<file path="src/rtl/ysyx_23060303_seq_pkg.sv">
`default_nettype none
// ============================================================================
//  Module   : ysyx_23060303_seq_pkg
//  Brief    : Shared state encodings and halt-code constants for the NPC
//             instruction sequencer.
//  Revision : 1.0 - initial release
// ============================================================================
package ysyx_23060303_seq_pkg;

  typedef enum logic [2:0] {
    S_IDLE   = 3'd0,
    S_FETCH  = 3'd1,
    S_DECODE = 3'd2,
    S_EXEC   = 3'd3,
    S_MEM    = 3'd4,
    S_WB     = 3'd5,
    S_HALT   = 3'd6
  } seq_state_e;

  localparam logic [1:0] HC_EBREAK  = 2'd0;
  localparam logic [1:0] HC_ILLEGAL = 2'd1;
  localparam logic [1:0] HC_BUSERR  = 2'd2;
  localparam logic [1:0] HC_TIMEOUT = 2'd3;

endpackage
`default_nettype wire

</file>
<file path="src/rtl/ysyx_23060303_wait_timer.sv">
`default_nettype none
// ============================================================================
//  Module   : ysyx_23060303_wait_timer
//  Brief    : Saturating wait counter. Flags expiry when the count reaches
//             TIMEOUT_CYCLES-1; TIMEOUT_CYCLES == 0 disables expiry.
//  Revision : 1.0 - initial release
// ============================================================================
module ysyx_23060303_wait_timer #(
  parameter int TIMEOUT_CYCLES = 1024,
  parameter int TMR_W          = 16
) (
  input  logic clk,
  input  logic rst,
  input  logic clear_i,
  input  logic cnt_en_i,
  output logic expired_o
);

  logic [TMR_W-1:0] cnt_q;
  logic [TMR_W-1:0] cnt_d;

  // Clear has priority; counting stops at all-ones so it never wraps.
  always_comb begin
    cnt_d = cnt_q;
    if (clear_i) begin
      cnt_d = '0;
    end else if (cnt_en_i && (cnt_q != '1)) begin
      cnt_d = cnt_q + 1'b1;
    end
  end

  // Counter register.
  always_ff @(posedge clk) begin
    if (rst) begin
      cnt_q <= '0;
    end else begin
      cnt_q <= cnt_d;
    end
  end

  generate
    if (TIMEOUT_CYCLES == 0) begin : g_no_timeout
      assign expired_o = 1'b0;
    end else begin : g_timeout
      localparam logic [TMR_W-1:0] c_LIMIT = TMR_W'(TIMEOUT_CYCLES - 1);
      assign expired_o = (cnt_q == c_LIMIT);
    end
  endgenerate

endmodule
`default_nettype wire

</file>
<file path="src/rtl/ysyx_23060303_inst_sequencer.sv">
`default_nettype none
// ============================================================================
//  Module   : ysyx_23060303_inst_sequencer
//  Brief    : Multi-cycle control FSM for the NPC core. Sequences FETCH,
//             DECODE, EXEC/MEM and WB for one instruction at a time and
//             halts on ebreak, illegal opcode, bus error or wait timeout.
//             Optional macro YSYX_23060303_SEQ_PERF_EN adds 64-bit cycle and
//             retired-instruction counters.
//  Revision : 1.0 - initial release
// ============================================================================
module ysyx_23060303_inst_sequencer
  import ysyx_23060303_seq_pkg::*;
#(
  parameter int TIMEOUT_CYCLES = 1024,
  parameter int TMR_W          = 16
) (
  input  logic        clk,
  input  logic        rst,
  output logic        ifu_req,
  input  logic        ifu_valid,
  input  logic        ifu_err,
  input  logic [31:0] ifu_inst,
  output logic [31:0] inst_q,
  input  logic        dec_rd_en,
  input  logic        dec_is_load,
  input  logic        dec_is_store,
  input  logic        dec_is_ebreak,
  input  logic        dec_illegal,
  output logic        lsu_req,
  output logic        lsu_wr,
  input  logic        lsu_done,
  output logic        pc_we,
  output logic        rf_we,
  output logic        halt,
  output logic [1:0]  halt_code,
`ifdef YSYX_23060303_SEQ_PERF_EN
  output logic [63:0] perf_cycle,
  output logic [63:0] perf_instret,
`endif
  output logic [2:0]  state_o
);

  seq_state_e  state_q,     state_d;
  logic [31:0] instr_q,     instr_d;
  logic [1:0]  halt_code_q, halt_code_d;
  logic        is_store_q,  is_store_d;
  logic        rd_en_q,     rd_en_d;
  logic        w_expired;
  logic        w_clear;
  logic        w_cnt_en;

  // Wait counter restarts on every state change and runs only while waiting.
  assign w_clear  = (state_d != state_q);
  assign w_cnt_en = (state_q == S_FETCH) || (state_q == S_MEM);

  ysyx_23060303_wait_timer #(
    .TIMEOUT_CYCLES (TIMEOUT_CYCLES),
    .TMR_W          (TMR_W)
  ) u_wait_timer (
    .clk       (clk),
    .rst       (rst),
    .clear_i   (w_clear),
    .cnt_en_i  (w_cnt_en),
    .expired_o (w_expired)
  );

  // Next-state logic; decoder flags are captured in DECODE so later Moore
  // outputs depend on registered data only.
  always_comb begin
    state_d     = state_q;
    instr_d     = instr_q;
    halt_code_d = halt_code_q;
    is_store_d  = is_store_q;
    rd_en_d     = rd_en_q;
    unique case (state_q)
      S_IDLE: state_d = S_FETCH;
      S_FETCH: begin
        if (ifu_err) begin
          state_d     = S_HALT;
          halt_code_d = HC_BUSERR;
        end else if (ifu_valid) begin
          instr_d = ifu_inst;
          state_d = S_DECODE;
        end else if (w_expired) begin
          state_d     = S_HALT;
          halt_code_d = HC_TIMEOUT;
        end
      end
      S_DECODE: begin
        is_store_d = dec_is_store;
        rd_en_d    = dec_rd_en;
        if (dec_illegal) begin
          state_d     = S_HALT;
          halt_code_d = HC_ILLEGAL;
        end else if (dec_is_ebreak) begin
          state_d     = S_HALT;
          halt_code_d = HC_EBREAK;
        end else if (dec_is_load || dec_is_store) begin
          state_d = S_MEM;
        end else begin
          state_d = S_EXEC;
        end
      end
      S_EXEC: state_d = S_WB;
      S_MEM: begin
        if (lsu_done) begin
          state_d = S_WB;
        end else if (w_expired) begin
          state_d     = S_HALT;
          halt_code_d = HC_TIMEOUT;
        end
      end
      S_WB:   state_d = S_FETCH;
      S_HALT: state_d = S_HALT;
      default: state_d = S_IDLE;
    endcase
  end

  // State and datapath registers.
  always_ff @(posedge clk) begin
    if (rst) begin
      state_q     <= S_IDLE;
      instr_q     <= '0;
      halt_code_q <= HC_EBREAK;
      is_store_q  <= 1'b0;
      rd_en_q     <= 1'b0;
    end else begin
      state_q     <= state_d;
      instr_q     <= instr_d;
      halt_code_q <= halt_code_d;
      is_store_q  <= is_store_d;
      rd_en_q     <= rd_en_d;
    end
  end

  assign ifu_req   = (state_q == S_FETCH);
  assign lsu_req   = (state_q == S_MEM);
  assign lsu_wr    = (state_q == S_MEM) && is_store_q;
  assign pc_we     = (state_q == S_WB);
  assign rf_we     = (state_q == S_WB) && rd_en_q && !is_store_q;
  assign halt      = (state_q == S_HALT);
  assign halt_code = halt_code_q;
  assign inst_q    = instr_q;
  assign state_o   = state_q;

`ifdef YSYX_23060303_SEQ_PERF_EN
  logic [63:0] perf_cycle_q;
  logic [63:0] perf_instret_q;

  // Active-cycle and retired-instruction counters; frozen in IDLE and HALT.
  always_ff @(posedge clk) begin
    if (rst) begin
      perf_cycle_q   <= '0;
      perf_instret_q <= '0;
    end else begin
      if ((state_q != S_IDLE) && (state_q != S_HALT)) begin
        perf_cycle_q <= perf_cycle_q + 64'd1;
      end
      if (state_q == S_WB) begin
        perf_instret_q <= perf_instret_q + 64'd1;
      end
    end
  end

  assign perf_cycle   = perf_cycle_q;
  assign perf_instret = perf_instret_q;
`endif

endmodule
`default_nettype wire
</file>
<file path="config.mk">
export PLATFORM = sky130hd
export DESIGN_NAME = ysyx_23060303_inst_sequencer
export DESIGN_NICKNAME = d
export VERILOG_FILES = /design/src/rtl/ysyx_23060303_seq_pkg.sv /design/src/rtl/ysyx_23060303_wait_timer.sv /design/src/rtl/ysyx_23060303_inst_sequencer.sv
export SDC_FILE = /design/constraint.sdc
export NUM_CORES = 1
export LEC_CHECK = 0
export BUFFER_PORTS_ARGS = -buffer_cell sky130_fd_sc_hd__buf_2
export CAP_MARGIN = 10
export CORE_AREA = 8 8 133 98
export CTS_CLUSTER_SIZE = 30
export DETAILED_ROUTE_END_ITERATION = 8
export DIE_AREA = 0 0 141 106
export GPL_ROUTABILITY_DRIVEN = 0
export PLACE_DENSITY_LB_ADDON = 0.2
export REMOVE_ABC_BUFFERS = 1
export SLEW_MARGIN = 15
export SYNTH_ARGS = -nofsm -noshare
export SYNTH_HDL_FRONTEND = slang
export SYNTH_HIERARCHICAL = 1
export SYNTH_SLANG_ARGS = --single-unit
</file>
<file path="constraint.sdc">
create_clock -name clk -period 2.4 [get_ports clk]
set_input_delay 0.12 -clock clk [delete_from_list [all_inputs] [get_ports clk]]
set_output_delay 0.12 -clock clk [all_outputs]
set_load 0.02 [all_outputs]
</file>
==> metrics.yaml <==
yosysTopAreaCell: "dfxtp_1"
firstDrtPassIters: 4
finalCritPeriodShare: 0.900
numCtsBuffers: 5
cp-startpoint: "u_wait_timer/cnt_q[0]$_SDFFE_PP0P_"
cts_buffer_depth: 2
ys_ff_latch: 55
path_max_fanout: 9
dpl.hpwl_mm: 5.63
min_to: "inst_q[0]$_SDFFE_PP0P_"
post-route-util: 0.308
synth_cell_types: 60
max_clock_freq_ghz: 0.463
ioPinCount: 85
cts-root-buf: "clkbuf_16"
nets: 437
stdcell_count: 552
critical_path_class: "flip-flop to flip-flop"
wl_mm: 7.70
hp-class: "input port to flip-flop"
syn_avg_cell_area_um2: 8.79
clk_pin_slew_ns: 0.08
grt_pass1_wl_mm: 12.6
drtAntennaViolNets: 0
worstMarginPinSlew_ns: 0.563
cts_tree: "built"
yosysSeqAreaShare: 0.409
fin_worst_skew_ns: 0.0130
intPower_uw: 1660
clock_latency_ns: 0.30
antenna_found_initial: 0
vdd_drop_max_uv: 271
drtIter0Drc: 122
reg2reg_depth: 8
holdCritStartpoint: "ifu_inst[0]"
netlist_area_mm2: 0.00269
initial_core_util: 0.240
path_cells: "ha_1, nand3_1, nor3_2, o21bai_1, a32oi_1, or2_4, nor2_1, a41o_2"
yosys.cell_count.top_type: "nand2_1"
slew_violations: 0
rows: 33
slowest_delay_ns: 0.41
grt_max_degree: 33
grt_use_total: 0.102
placed_cells: 544
synthTopCellsByArea: "dfxtp_1 (41%), a21oi_2 (9.8%), nand2_1 (8.2%)"
worstReg2RegStart: "u_wait_timer/cnt_q[0]$_SDFFE_PP0P_"
area_delta_synth_final_pct: 28.3
pwr-share-comb: 0.223
port_buffers: 84
cp_slowest_cell: "dfxtp_1"
overflow: 0
required_ns: 2.59
swShare: 0.300
core_mm2: 0.0112
whs_path_depth: 3
r2r_end: "u_wait_timer/cnt_q[6]$_SDFFE_PP0P_"
synth_cells: 306
worst-r2r-setup-slack_ns: 0.24
post_cts_buffers: 0
relSlewSlack: 0.624
endpoint_kind: "flip-flop"
synth_commonest_cells: "nand2_1 (59), dfxtp_1 (55), a21oi_2 (30), nor2_1 (20), nand2_2 (14)"
startpoint_type: "flip-flop"
ys.flop_type: "dfxtp_1"
ys_async_sr_fraction: 0
die_w_um: 141
die_area_mm2: 0.0149
p_leak_uw: 0.00138
htree_levels: 2
rsz0062_at_grt: "no"
power_switching_uw: 710
avgViaCountPerCell: 4.44
cp.arrival_ns: 2.35
vias: 2452
clock_sinks: 55
status: "finished clean"
synth_top_area_frac: 0.409
power_density_mw_per_mm2: 687
finalSetupViolCount: 0
period_needed_ns: 2.16
pwr-share-seq: 0.420
die_height_um: 106
max_cap_violations: 0
synth-edff-count: 0
clockPowerShare: 0.358
hold_viol: 0
ys_warn_count: 6
grt_pass1_vias: 2444
fin_tns_setup_ns: 0
n_antenna_cell: 0
drcViolationCount: 0
wire_per_inst_um: 14.0
drive_above_1_share: 0.410
[critical path: cells and delay by family, from the launching register on]
family                     cells  cell delay, ns
AOI/OAI and AO/OA              3            0.67
and+or+nand+nor                4            0.75
DFF                            1            0.41
adders and majority gates      1            0.23
[per-stage QoR]
step	hold WS, ns	setup WS [ns]	area [um2]	total power (uW)
after global placement	0.361	0.240	3280	1550
final	0.0493	0.240	3450	2370
after CTS	0.0475	0.0911	3440	2410
after global routing	0.0496	0.0403	3450	2490
after detailed placement	0.366	0.140	3280	1550
after floorplan	0.182	0.154	2550	1330
[per-layer routing]
| metal | GRT usage | vias to the layer above | wire (um) |
|---|---|---|---|
| met5 | 0 | - | 0 |
| met3 | 0.0322 | 8 | 511 |
| met1 | 0.133 | 1135 | 3800 |
| met2 | 0.155 | 64 | 3300 |
| li1 | - | 1245 | - |
| met4 | 0.0367 | 0 | 97 |
[power groups by stage]
stage               Combinational [uW]  Sequential (uW)  Clock (uW)
floorplan                          257             1070           0
global placement                   533             1020           0
detailed placement                 532             1020           0
CTS                                535              996         876
global route                       581             1000         909
finish                             528              995         848
[final cells by class]
cell class,count,area [um2]
clock buffers,6,129
clock inverters,2,38.8
fillers,1221,7740
inverters,8,30.0
multi-input cells,226,1430
flip-flops and latches,55,1100
well taps,157,196
repair buffers,98,526
[state kept, by name, indices dropped and copies added (netlist names)]
name,cells
state_o,3
is_store_q,1
inst_q,32
halt_code,2
u_wait_timer/cnt_q,16
rd_en_q,1
[worst max path at each step]
stage               cells after the start                                  to
floorplan                               8  u_wait_timer/cnt_q[6]$_SDFFE_PP0P_
global placement                        8  u_wait_timer/cnt_q[6]$_SDFFE_PP0P_
detailed placement                      8  u_wait_timer/cnt_q[6]$_SDFFE_PP0P_
CTS                                     8  u_wait_timer/cnt_q[6]$_SDFFE_PP0P_
global route                            8  u_wait_timer/cnt_q[6]$_SDFFE_PP0P_
finish                                  8  u_wait_timer/cnt_q[6]$_SDFFE_PP0P_
[logic make-up (layout without fill, tap and decap cells)]
family | after synthesis | in the layout | synth area share
AOI/OAI and AO/OA | 74 | 74 | 0.217
adders and majority gates | 1 | 1 | 0.00465
xor gates and xnor gates | 5 | 5 | 0.0163
buffers and inverters | 25 | 114 | 0.0614
DFF | 55 | 55 | 0.409
muxes | 6 | 6 | 0.0223
and+or+nand+nor | 140 | 140 | 0.268
[timing repair]
action,in CTS,in global routing
endpoints found under the hold margin,0,0
hold buffers,0,0
gates resized for setup,0,2
setup endpoints to repair,0,10
[placed cells by master, fill, tap and decap left out, types with 3 or more instances in the layout]
cell type	count
and2_1	3
and3_1	4
buf_4	14
nand4_1	5
buf_2	84
a31oi_1	3
a21oi_2	30
clkbuf_16	5
a21oi_1	11
dfxtp_1	55
nand2_1	59
nand3_1	6
xnor2_1	4
nor2_1	20
inv_1	7
mux2i_1	6
o21ai_0	9
or3_1	3
nand2_2	14
nor3_1	3
No activity file was read; power rests on OpenSTA's default activity.
